===== config.mk =====
export PLATFORM = sky130hd
export DESIGN_NAME = txtd_param
export DESIGN_NICKNAME = d
export VERILOG_FILES = /design/src/rtl/txtd_param.sv
export SDC_FILE = /design/constraint.sdc
export NUM_CORES = 1
export LEC_CHECK = 0
export ABC_AREA = 0
export CORE_UTILIZATION = 51
export DETAILED_ROUTE_END_ITERATION = 8
export PLACE_DENSITY = 0.91
export SETUP_SLACK_MARGIN = 0.4
export SYNTH_ARGS = -nofsm -noshare
export SYNTH_HDL_FRONTEND = slang
export SYNTH_SLANG_ARGS = --single-unit

===== constraint.sdc =====
create_clock -name pixel_clock -period 3 [get_ports pixel_clock]
set_input_delay 0.3 -clock pixel_clock [delete_from_list [all_inputs] [get_ports pixel_clock]]
set_output_delay 0.3 -clock pixel_clock [all_outputs]
set_load 0.005 [all_outputs]

===== src/rtl/txtd_param.sv =====
// txtd_param: parametrised text-mode video generator.
//
// A single pixel-clock timing generator drives hsync/vsync. Character and attribute
// words come from an external screen RAM, and glyph rows come from an external font
// ROM. Both are 1-cycle synchronous read ports. Each pixel goes through a 16-colour
// palette to RGB565, with per-character blink and an underline cursor. Latency from
// the counters to the pins is a fixed 3 clocks, and sync is delayed by the same amount.
//
// Ports:
//   pixel_clock  in   pixel clock, all logic on rising edge
//   reset_n      in   asynchronous active-low reset
//   cursor_en    in   cursor enable
//   cursor_col   in   cursor text column
//   cursor_row   in   cursor text row
//   scr_rdaddr   out  screen RAM address (combinational from counters)
//   scr_rddata   in   screen word: [7:0] char, [11:8] fg, [14:12] bg, [15] blink
//   fnt_rdaddr   out  font ROM address {char, glyph_line}
//   fnt_rddata   in   glyph row, bit 7 = leftmost pixel
//   hsync/vsync  out  registered sync, active level HS_POL/VS_POL
//   r, g, b      out  RGB565 pixel, zero outside active video
//   visible      out  active-video flag
//   vblank       out  high while in the vertical blanking lines
module txtd_param #(
  parameter int unsigned H_ACTIVE   = 1440,
  parameter int unsigned H_FP       = 80,
  parameter int unsigned H_SYNC     = 152,
  parameter int unsigned H_BP       = 232,
  parameter int unsigned V_ACTIVE   = 900,
  parameter int unsigned V_FP       = 3,
  parameter int unsigned V_SYNC     = 6,
  parameter int unsigned V_BP       = 25,
  parameter bit          HS_POL     = 1'b1,
  parameter bit          VS_POL     = 1'b1,
  parameter int unsigned GLYPH_LOG2 = 4,
  parameter int unsigned SCALE_LOG2 = 1,
  parameter int unsigned COLS       = 90,
  parameter int unsigned ADDR_W     = 13,
  parameter int unsigned BLINK_LOG2 = 5
) (
  input  logic                    pixel_clock,
  input  logic                    reset_n,
  input  logic                    cursor_en,
  input  logic [7:0]              cursor_col,
  input  logic [7:0]              cursor_row,
  output logic [ADDR_W-1:0]       scr_rdaddr,
  input  logic [15:0]             scr_rddata,
  output logic [7+GLYPH_LOG2:0]   fnt_rdaddr,
  input  logic [7:0]              fnt_rddata,
  output logic                    hsync,
  output logic                    vsync,
  output logic [4:0]              r,
  output logic [5:0]              g,
  output logic [4:0]              b,
  output logic                    visible,
  output logic                    vblank
);

  localparam int unsigned H_TOTAL = H_ACTIVE + H_FP + H_SYNC + H_BP;
  localparam int unsigned V_TOTAL = V_ACTIVE + V_FP + V_SYNC + V_BP;
  localparam int unsigned PC_W    = $clog2(H_TOTAL);
  localparam int unsigned LC_W    = $clog2(V_TOTAL);
  localparam int unsigned FC_W    = BLINK_LOG2 + 1;

  // Timing counters and text position
  logic [PC_W-1:0]       pixel_count;
  logic [LC_W-1:0]       line_count;
  logic [FC_W-1:0]       frame_cnt;
  logic [GLYPH_LOG2-1:0] glyph_line;
  logic [ADDR_W-1:0]     row_base;
  logic [7:0]            text_row;

  // T0 combinational terms
  logic            pix_end, line_end, in_active_v;
  logic [PC_W-1:0] col_full;
  logic            vis0, hs0, vs0, vb0, cur0, blink_ph0;
  logic [2:0]      px_idx0;

  // Stage 1 (font address formed this stage)
  logic                  vis1, hs1, vs1, vb1, cur1, blink_ph1;
  logic [2:0]            px_idx1;
  logic [GLYPH_LOG2-1:0] gl1;

  // Stage 2 (glyph row arrives this stage)
  logic       vis2, hs2, vs2, vb2, cur2, blink_ph2, blink_attr2;
  logic [2:0] px_idx2;
  logic [3:0] fg2;
  logic [2:0] bg2;

  // T2 pixel select and palette
  logic       pix_bit, pix_on;
  logic [3:0] idx;
  logic [4:0] r_pal, b_pal;
  logic [5:0] g_pal;

  always_comb begin
    pix_end     = pixel_count == PC_W'(H_TOTAL - 1);
    line_end    = line_count == LC_W'(V_TOTAL - 1);
    in_active_v = line_count < LC_W'(V_ACTIVE);
    col_full    = pixel_count >> (3 + SCALE_LOG2);
    scr_rdaddr  = row_base + ADDR_W'(col_full);
    vis0        = (pixel_count < PC_W'(H_ACTIVE)) && in_active_v;
    hs0 = ((pixel_count >= PC_W'(H_ACTIVE + H_FP)) &&
           (pixel_count < PC_W'(H_ACTIVE + H_FP + H_SYNC))) ? HS_POL : ~HS_POL;
    vs0 = ((line_count >= LC_W'(V_ACTIVE + V_FP)) &&
           (line_count < LC_W'(V_ACTIVE + V_FP + V_SYNC))) ? VS_POL : ~VS_POL;
    vb0       = ~in_active_v;
    blink_ph0 = frame_cnt[BLINK_LOG2];
    px_idx0   = 3'(pixel_count >> SCALE_LOG2);
    // Underline cursor on the bottom two glyph lines; it blinks with the same phase.
    cur0 = cursor_en && (16'(col_full) == 16'(cursor_col)) && (text_row == cursor_row) &&
           (glyph_line >= GLYPH_LOG2'((1 << GLYPH_LOG2) - 2)) && !blink_ph0;
  end

  always_ff @(posedge pixel_clock or negedge reset_n) begin
    if (!reset_n) begin
      pixel_count <= '0;
      line_count  <= '0;
      frame_cnt   <= '0;
      glyph_line  <= '0;
      row_base    <= '0;
      text_row    <= '0;
    end else if (pix_end) begin
      pixel_count <= '0;
      if (line_end) begin
        // Frame wrap wins over the row advance on the final pixel.
        line_count <= '0;
        frame_cnt  <= frame_cnt + FC_W'(1);
        glyph_line <= '0;
        row_base   <= '0;
        text_row   <= '0;
      end else begin
        line_count <= line_count + LC_W'(1);
        if (in_active_v) begin
          glyph_line <= glyph_line + GLYPH_LOG2'(1);
          if (glyph_line == '1) begin
            row_base <= row_base + ADDR_W'(COLS);
            text_row <= text_row + 8'd1;
          end
        end
      end
    end else begin
      pixel_count <= pixel_count + PC_W'(1);
    end
  end

  assign fnt_rdaddr = {scr_rddata[7:0], gl1};

  always_ff @(posedge pixel_clock or negedge reset_n) begin
    if (!reset_n) begin
      vis1 <= 1'b0;  hs1 <= ~HS_POL;  vs1 <= ~VS_POL;  vb1 <= 1'b0;
      cur1 <= 1'b0;  blink_ph1 <= 1'b0;  px_idx1 <= '0;  gl1 <= '0;
      vis2 <= 1'b0;  hs2 <= ~HS_POL;  vs2 <= ~VS_POL;  vb2 <= 1'b0;
      cur2 <= 1'b0;  blink_ph2 <= 1'b0;  blink_attr2 <= 1'b0;  px_idx2 <= '0;
      fg2  <= '0;    bg2 <= '0;
    end else begin
      vis1 <= vis0;  hs1 <= hs0;  vs1 <= vs0;  vb1 <= vb0;
      cur1 <= cur0;  blink_ph1 <= blink_ph0;  px_idx1 <= px_idx0;  gl1 <= glyph_line;
      vis2 <= vis1;  hs2 <= hs1;  vs2 <= vs1;  vb2 <= vb1;
      cur2 <= cur1;  blink_ph2 <= blink_ph1;  px_idx2 <= px_idx1;
      blink_attr2 <= scr_rddata[15];
      fg2         <= scr_rddata[11:8];
      bg2         <= scr_rddata[14:12];
    end
  end

  always_comb begin
    pix_bit = fnt_rddata[3'd7 - px_idx2];
    pix_on  = (pix_bit & ~(blink_attr2 & blink_ph2)) | cur2;
    idx     = pix_on ? fg2 : {1'b0, bg2};
    // idx = {I, R, G, B}
    r_pal = idx[2] ? (idx[3] ? 5'd31 : 5'd21) : (idx[3] ? 5'd10 : 5'd0);
    g_pal = idx[1] ? (idx[3] ? 6'd63 : 6'd42) : (idx[3] ? 6'd21 : 6'd0);
    b_pal = idx[0] ? (idx[3] ? 5'd31 : 5'd21) : (idx[3] ? 5'd10 : 5'd0);
  end

  always_ff @(posedge pixel_clock or negedge reset_n) begin
    if (!reset_n) begin
      hsync   <= ~HS_POL;
      vsync   <= ~VS_POL;
      r       <= '0;
      g       <= '0;
      b       <= '0;
      visible <= 1'b0;
      vblank  <= 1'b0;
    end else begin
      hsync   <= hs2;
      vsync   <= vs2;
      visible <= vis2;
      vblank  <= vb2;
      r       <= vis2 ? r_pal : 5'd0;
      g       <= vis2 ? g_pal : 6'd0;
      b       <= vis2 ? b_pal : 5'd0;
    end
  end

endmodule


After elaboration in Yosys (flattened, before gate mapping)
Cells that the tools add are included.
Widths: inputs -> output; s select.

operators by class
  add/subtract/negate cells = 8
  order comparisons = 8
  equal/unequal tests = 5
  mux-type cells = 25
  bitwise operators = 5
  reductions and logical operators = 13

operator list
  kind                   number
  $mux 13                3
  $mux 5                 6
  $mux 8                 3
  $lt 11x11->1 const B   2
  $lt 10x10->1 const B   2
  $mux 4                 5
  $add 13x7->13          1
  $add 13x7->13 const B  1
  $mux 6                 2
  $add 11x1->11 const B  1
  $eq 11x11->1 const B   1
  $ge 11x11->1 const B   1
  $mux 11                1
  $add 10x1->10 const B  1
  $eq 10x10->1 const B   1
  $ge 10x10->1 const B   1
  $mux 10                1
  $add 8x1->8 const B    1
  $eq 7x8->1             1
  $eq 8x8->1             1
  $logic_and 1x1->1      7
  $add 6x1->6 const B    1
  $add 4x1->4 const B    1
  $eq 4x4->1 const B     1
  other kinds (12)       18

storage, ports and cells
  bits in registers = 102
  input port bits = 43
  output and inout bits = 45
  word-level logic and storage cells = 95

Longest topological paths before layout
Gate-level depths: netlist of the first run.

  word-level depth = 9
  mapped depth = 8
  mapped depth without buffers = 7

Worst setup path after synthesis of the first run
OpenSTA, ideal clock, no wires.

  path kind = register to register
  start = register pixel_count[0]
  end = register row_base[12]
  setup time = 0.078 ns
  data arrival time = 2.301 ns
  data required time = 2.922 ns
  setup slack = 0.621 ns
  cell stages (with the launch flop) = 8
  buffers on the path = 1
  period minus slack after synthesis = 2.379 ns
  cell sequence = dfrtp_1 > ha_1 > nand4_2 > or4_1 > buf_2 > or4b_4 > or3_1 > a21oi_1

between the ends
  cells in the longest elaborated chain, start to end = 2

RTL lines
  what                               RTL line  RTL
  start, declared                    65        logic [PC_W-1:0] pixel_count;
  start signal, assigned             142       pixel_count <= pixel_count + PC_W'(1);
  $eq 11x11->1                       96        pix_end = pixel_count == PC_W'(H_TOTAL - 1);
  $reduce_and 3->1 (no source line)  --
  end signal, assigned               136       row_base <= row_base + ADDR_W'(COLS);
  end, declared                      69        logic [ADDR_W-1:0] row_base;

No other way between the ends.
A chain may end at the register's enable or synchronous reset.

Worst setup path in the final report of the first run
Ends and elaborated chain as after synthesis.

==> results.ini, run 1 <==
[cts]
clk_latency_ps=360
cts-buffers-inserted=9
cts_tree=built
path_clk_slew_ps=90
ctsHoldBuffers=0
clk_path_buf_depth=2
clockRootBuffer=clkbuf_8
cts_max_level=3
clock_sinks=89

[place]
dp_hpwl_um=6480
dp_cells=554
place_congestion=0.883
io_buffers=71

[job]
cap_violations=0

[floorplan]
rows=33
die-area_sq_um=8870
die_h_um=94.2
top_level_ports=88
fp.dieW_um=94.2
start_util_pct=52.7
core_area_sq_um=8220

[route]
antenna_left=0
drt-pass1-iter-count=4
wirelength_um=9210
dr.first_iter.drc_count=205
wl_per_cell_um=15.9
vias=3256
drc_errors=0
viasPerCell=5.62

[sta]
period_needed_ps=2520
whs_ps=117
setup_viol=0
fin_crit_sh_pct=84.1
final.setup.tns_ps=0
fin_worst_skew_ps=7.87
fmax_mhz=396
relSlewSlack_pct=27.5
rsz0062_at_grt=true
slew_violations=0
worst_slew_pin_slew_ps=1090
hold_violations=0

[layout]
area_growth_syn_to_layout_pct=22.1
num-nets-final=528
final_util_pct=64.4
final_cells=579
drive_gt1_share_pct=11.2
diodes=0

[critical_path]
timing.rr.start=pixel_count[0]
critPathRequiredTime_ps=3290
critical_path_class=reg -> reg
startpoint_type=flip-flop
cp.arrival_ps=2810
end_kind=flip-flop
r2r_end=row_base[12]
reg2regPathDepth=6
cp_max_fo=5
r2r_slack_ps=480

[synth]
synth_top_area_cell=dfrtp_1
synth_ff_type=dfrtp_1
synth-edff-count=0
synth_top_cells_by_count=89 x dfrtp_1, 28 x nand2_1, 28 x nor2_1
yosys_warnings=0
synth.distinct_cells=49
ys_seq_elements=89
seq_area_frac_synth_pct=51.4
synthArstFlopShare_pct=100
yosysTopAreaCellShare_pct=51.4
yosys-top-cells-area=dfrtp_1 51%, xnor2_1 5.5%, xor2_1 4.9%
synth_most_common_cell=dfrtp_1
syn_avg_cell_area_sq_um=10.6
synth_nets=468
netlist_area_sq_um=4330
synthCells=409

[power]
power.total_mw=2.08
ir_drop_uv=225
power_switching_mw=0.490
p_leak_nw=2.43
p_sw_share_pct=23.6
internal-power_mw=1.59
power_frac_clock_pct=36.0
p_comb_share_pct=5.6
p_per_area_nw_per_um2=393
p_seq_share_pct=58.3

[global_route]
grt_max_degree=90
grt_pass1_wl_um=15100
antenna_found_initial=0
grt.overflow.total=0
grt_pass1_vias=3211
grt_util_all_layers_pct=22.7

[hold_path]
hold_class=in -> async

[run_status]
status=finished, final reports clean

==> layout make-up <==
| cell class | instances | area, sq um |
|---|---|---|
| fill | 623 | 2930 |
| sequential | 89 | 2240 |
| clock inverter | 6 | 50.0 |
| inverter | 7 | 26.3 |
| multi-input combinational | 277 | 1910 |
| tap | 105 | 131 |
| clock buffer | 10 | 128 |
| timing repair buffer | 85 | 807 |
==> how the worst max path moves through the flow <==
stage,from,end,cells past startpoint
floorplan,pixel_count[0],row_base[12],7
global placement,pixel_count[7],scr_rdaddr[10],7
detailed placement,pixel_count[7],scr_rdaddr[10],7
CTS,pixel_count[0],row_base[4],7
global route,pixel_count[5],scr_rdaddr[9],8
finish,pixel_count[0],row_base[12],6
==> stage by stage <==
stage / area (sq um) / setup WS, ps
global route: 5290 / 381
floorplan: 4330 / 621
global placement: 4990 / 494
CTS: 5270 / 419
detailed placement: 4990 / 418
finish: 5290 / 476
==> placed cells by master (no fill, tap or decap), types with 8 or more instances in the layout <==
cell / synthesis / routed
dfrtp_1: 89 / 80
clkdlybuf4s50_1: 0 / 62
nand2_1: 28 / 28
xnor2_1: 27 / 27
nor2_1: 28 / 27
xor2_1: 24 / 24
o21ai_0: 23 / 21
nand3_1: 16 / 16
buf_4: 21 / 15
a21oi_1: 13 / 13
ha_1: 16 / 13
nand4_1: 12 / 12
nor4_1: 11 / 11
clkbuf_8: 0 / 9
dfrtp_2: 0 / 9
or3_1: 8 / 8
==> registers in the layout, summed over array words and instances (netlist names), 2 cells and up <==
name,flops
b,2
bg2,3
fg2,4
frame_cnt,6
gl1,4
glyph_line,4
line_count,10
pixel_count,11
px_idx1,3
px_idx2,3
row_base,12
text_row,8
==> critical path, cell delays in order (launching register included) <==
cell and delay, ps:
dfrtp_1 420, ha_2 240, nand4_2 160, or4_1 600, or4b_4 540, or3_1 340
a21oi_1 150
==> per-layer routing <==
metal,vias to the layer above,global-route usage [%],part of all wire (%)
met5,-,0,0
met2,124,37.2,49
li1,1531,-,-
met4,0,10.9,3.0
met1,1579,28.1,41
met3,22,5.18,6.1
==> power groups by stage <==
| stage | Combinational [mW] | Sequential [mW] | Clock [mW] |
|---|---|---|---|
| CTS | 0.120 | 1.21 | 0.762 |
| finish | 0.117 | 1.21 | 0.749 |
| global placement | 0.117 | 1.24 | 0 |
| global route | 0.130 | 1.21 | 0.820 |
| floorplan | 0.0397 | 1.24 | 0 |
| detailed placement | 0.120 | 1.24 | 0 |
==> timing repair <==
action	CTS	global route
resized for setup	23	5
cloned	0	0
setup buffers	8	1
endpoints found under the setup margin	8	5
pin swaps	1	2
==> cell families (layout without fill, tap and decap cells) <==
family                     count (synthesis)  after routing  synth area share (%)
AOI/OAI and AO/OA                         62             62                  8.81
buffers and inverters                     43            108                  5.80
muxes                                      7              7                  1.91
adders and majority gates                 16             16                  4.62
and+or+nand+nor                          141            141                  17.2
DFF                                       89             89                  51.4
xor gates and xnor gates                  51             51                  10.3
Power figures use the tool's default switching activity.
==> inputs of run 2 (changes only) <==
--- a/config.mk
+++ b/config.mk
@@ -6,9 +6,9 @@
 export NUM_CORES = 1
 export LEC_CHECK = 0
 export ABC_AREA = 0
-export CORE_UTILIZATION = 51
+export CORE_UTILIZATION = 47
 export DETAILED_ROUTE_END_ITERATION = 8
-export PLACE_DENSITY = 0.91
+export PLACE_DENSITY = 0.89
 export SETUP_SLACK_MARGIN = 0.4
 export SYNTH_ARGS = -nofsm -noshare
 export SYNTH_HDL_FRONTEND = slang
==> constraint.sdc (replaced) <==
create_clock -name pixel_clock -period 2 [get_ports pixel_clock]
set_input_delay 0.2 -clock pixel_clock [delete_from_list [all_inputs] [get_ports pixel_clock]]
set_output_delay 0.2 -clock pixel_clock [all_outputs]
set_load 0.005 [all_outputs]
==> results.ini, run 2 (synthesis gave the netlist of run 1 again) <==
[critical_path]
path_buf_inv=7  ; +7
crit_slowest_cell=dfrtp_1
critical_path_class=reg -> reg
cpMostUsedCell=buf_6
reg2regPathDepth=13  ; +7
timing.rr.start=pixel_count[0]
cp_max_fo=6  ; +1
critPathRequiredTime_ps=2260  ; -1030 ps
end_kind=flip-flop
r2r_slack_ps=-450  ; -920 ps
startpoint_type=flip-flop
critPathMaxStageDelay_ps=450  ; -150 ps
cp.arrival_ps=2710  ; -100 ps
r2r_end=line_count[9]
cp_cell_sequence=ha_4 > nand4_4 > buf_4 > buf_6 > buf_6 > buf_6 > buf_6 > nor3_4 > buf_4 > buf_6 > nand4_1 > nand3_1 > o21ai_1
crit_family=buffers and inverters

[layout]
multi_input_area_sq_um=2560  ; +34%
layout_common_cells=82 x dfrtp_1, 73 x buf_4, 57 x clkdlybuf4s50_1, 25 x nand2_1, 25 x buf_6
drive_gt1_share_pct=39.9  ; +29 points
num-nets-final=616  ; +17%
largest_reg_flops=12  ; unchanged
layout_commonest_cell=dfrtp_1
final_util_pct=76.5  ; +12 points
finalInstanceArea_sq_um=6730  ; +27%
nFillCells=487  ; -22%
regArea_sq_um=2240  ; -0.11%
top_register=row_base
diodes=0  ; unchanged
top_regs=row_base x12, pixel_count x11, line_count x10
area_growth_syn_to_layout_pct=55.4

[floorplan]
top_level_ports=88  ; unchanged
die_h_um=98.0  ; +4.1%
core_area_sq_um=8810  ; +7.2%
rows=34  ; +3.0%
die-area_sq_um=9610  ; +8.3%
start_util_pct=49.2  ; -3.5 points
fp.dieW_um=98.0  ; +4.1%

[cts]
clockRootBuffer=clkbuf_8
path_clk_slew_ps=100  ; about the same
clock_sinks=89  ; unchanged
clk_path_buf_depth=2  ; unchanged
cts_max_level=3  ; unchanged
clk_latency_ps=380  ; +20 ps
cts_tree=built
cts-buffers-inserted=9  ; unchanged

[hold_path]
hold_class=in -> reg
min_to=fg2[3]
hp-start=scr_rddata[11]
whs_path_depth=1

[sta]
fmax_mhz=409  ; +3.2%
fin_worst_skew_ps=17.1  ; +9.24 ps
rsz0062_at_grt=true
layout_setup_ws_ps=-445  ; -921 ps
slew_violations=0  ; unchanged
fin_crit_sh_pct=122  ; +38 points
worst_slew_pin_slew_ps=560  ; -527 ps
whs_ps=260  ; +143 ps
period_needed_ps=2450  ; -79.0 ps
relSlewSlack_pct=62.7  ; +35 points
hold_violations=0  ; unchanged
setup_viol=59  ; +59

[global_route]
grt_max_degree=41  ; -54%
grt_util_all_layers_pct=28.2  ; +5.6 points
antenna_found_initial=0  ; unchanged
grt_pass1_wl_um=20900  ; +38%
grt.overflow.total=0  ; unchanged
grt_pass1_vias=4136  ; +29%

[route]
antenna_left=0  ; unchanged
drt-pass1-iter-count=9  ; +5
wirelength_um=14300  ; +56%
drc_errors=11  ; +11
vias=4012  ; +23%
viasPerCell=5.99  ; +6.5%
dr.first_iter.drc_count=267  ; +30%
wl_per_cell_um=21.4  ; +35%

[power]
p_seq_share_pct=56.2  ; -2.1 points
p_sw_share_pct=25.4  ; +1.8 points
ir_drop_uv=366  ; +62%
power_switching_mw=0.824  ; +68%
internal-power_mw=2.42  ; +52%
power_frac_clock_pct=37.8  ; +1.8 points
p_per_area_nw_per_um2=481  ; +22%
p_leak_nw=3.16  ; +30%
p_comb_share_pct=6.0  ; +0.4 points

[run_status]
violations=design-rule violations, negative setup slack
status=finished with violations

[place]
io_buffers=71  ; unchanged
place_congestion=0.952  ; +7.8%
dp_hpwl_um=7850  ; +21%
place_area_sq_um=5650  ; +13%

[job]
cap_violations=0  ; unchanged

==> run 2: metrics by stage <==
| step | TNS (ps) | cells | total power, mW | setup slack (ps) |
|---|---|---|---|---|
| after global placement | -2770 | 616 | 2.04 | -273 |
| after CTS | -5790 | 663 | 3.24 | -304 |
| after global routing | -17630 | 670 | 3.34 | -493 |
| after floorplan | -1640 | 409 | 1.92 | -346 |
| final | -15180 | 670 | 3.24 | -445 |
| after detailed placement | -4000 | 616 | 2.05 | -325 |
==> run 2: final cells by class <==
cell class,instances,share of cell area (%)
clock buffer,9,1.84
clock inverter,7,1.06
sequential,89,33.2
tap,108,2.01
inverter,7,0.390
multi-input combinational,277,38.1
timing repair buffer,173,23.4
==> run 2: power groups by stage <==
stage | clock (mW) | combinational (mW) | sequential [mW]
after floorplan | 0 | 0.0620 | 1.85
after detailed placement | 0 | 0.190 | 1.85
final | 1.23 | 0.194 | 1.82
after global routing | 1.31 | 0.210 | 1.82
after CTS | 1.23 | 0.195 | 1.82
after global placement | 0 | 0.186 | 1.85
==> run 2: layer usage <==
metal  GRT usage [%]  up-vias  part of all wire [%]
li1                -     1711                     -
met1            30.9     1971                    35
met2            49.5      258                    52
met3            7.52       72                   8.3
met4            16.0        0                   4.8
met5               0        -                     0
==> run 2: worst max path at each step <==
stage	start	end	slack (ps)	cells past startpoint
after CTS	pixel_count[0]	row_base[12]	-300	6
after global placement	pixel_count[1]	row_base[12]	-270	6
after detailed placement	pixel_count[0]	row_base[12]	-330	6
final	pixel_count[0]	line_count[9]	-450	13
after floorplan	pixel_count[1]	row_base[12]	-350	7
after global routing	pixel_count[0]	line_count[9]	-490	13
==> run 2: what timing repair did <==
action,4_1_cts,5_1_grt
hold buffers,1,0
gates resized for setup,146,45
hold endpoints to repair,35,0
cloned,2,0
pin swaps,50,40
setup endpoints to repair,61,74
buffers inserted,28,7
==> run 2: worst register-to-register path, stage by stage, from the launching register on <==
cell     delay, ps
dfrtp_1        450
ha_4           200
nand4_4        110
buf_4          160
buf_6          110
buf_6          110
buf_6          100
buf_6          120
nor3_4         270
buf_4          190
buf_6          110
nand4_1        150
nand3_1        160
o21ai_1         90
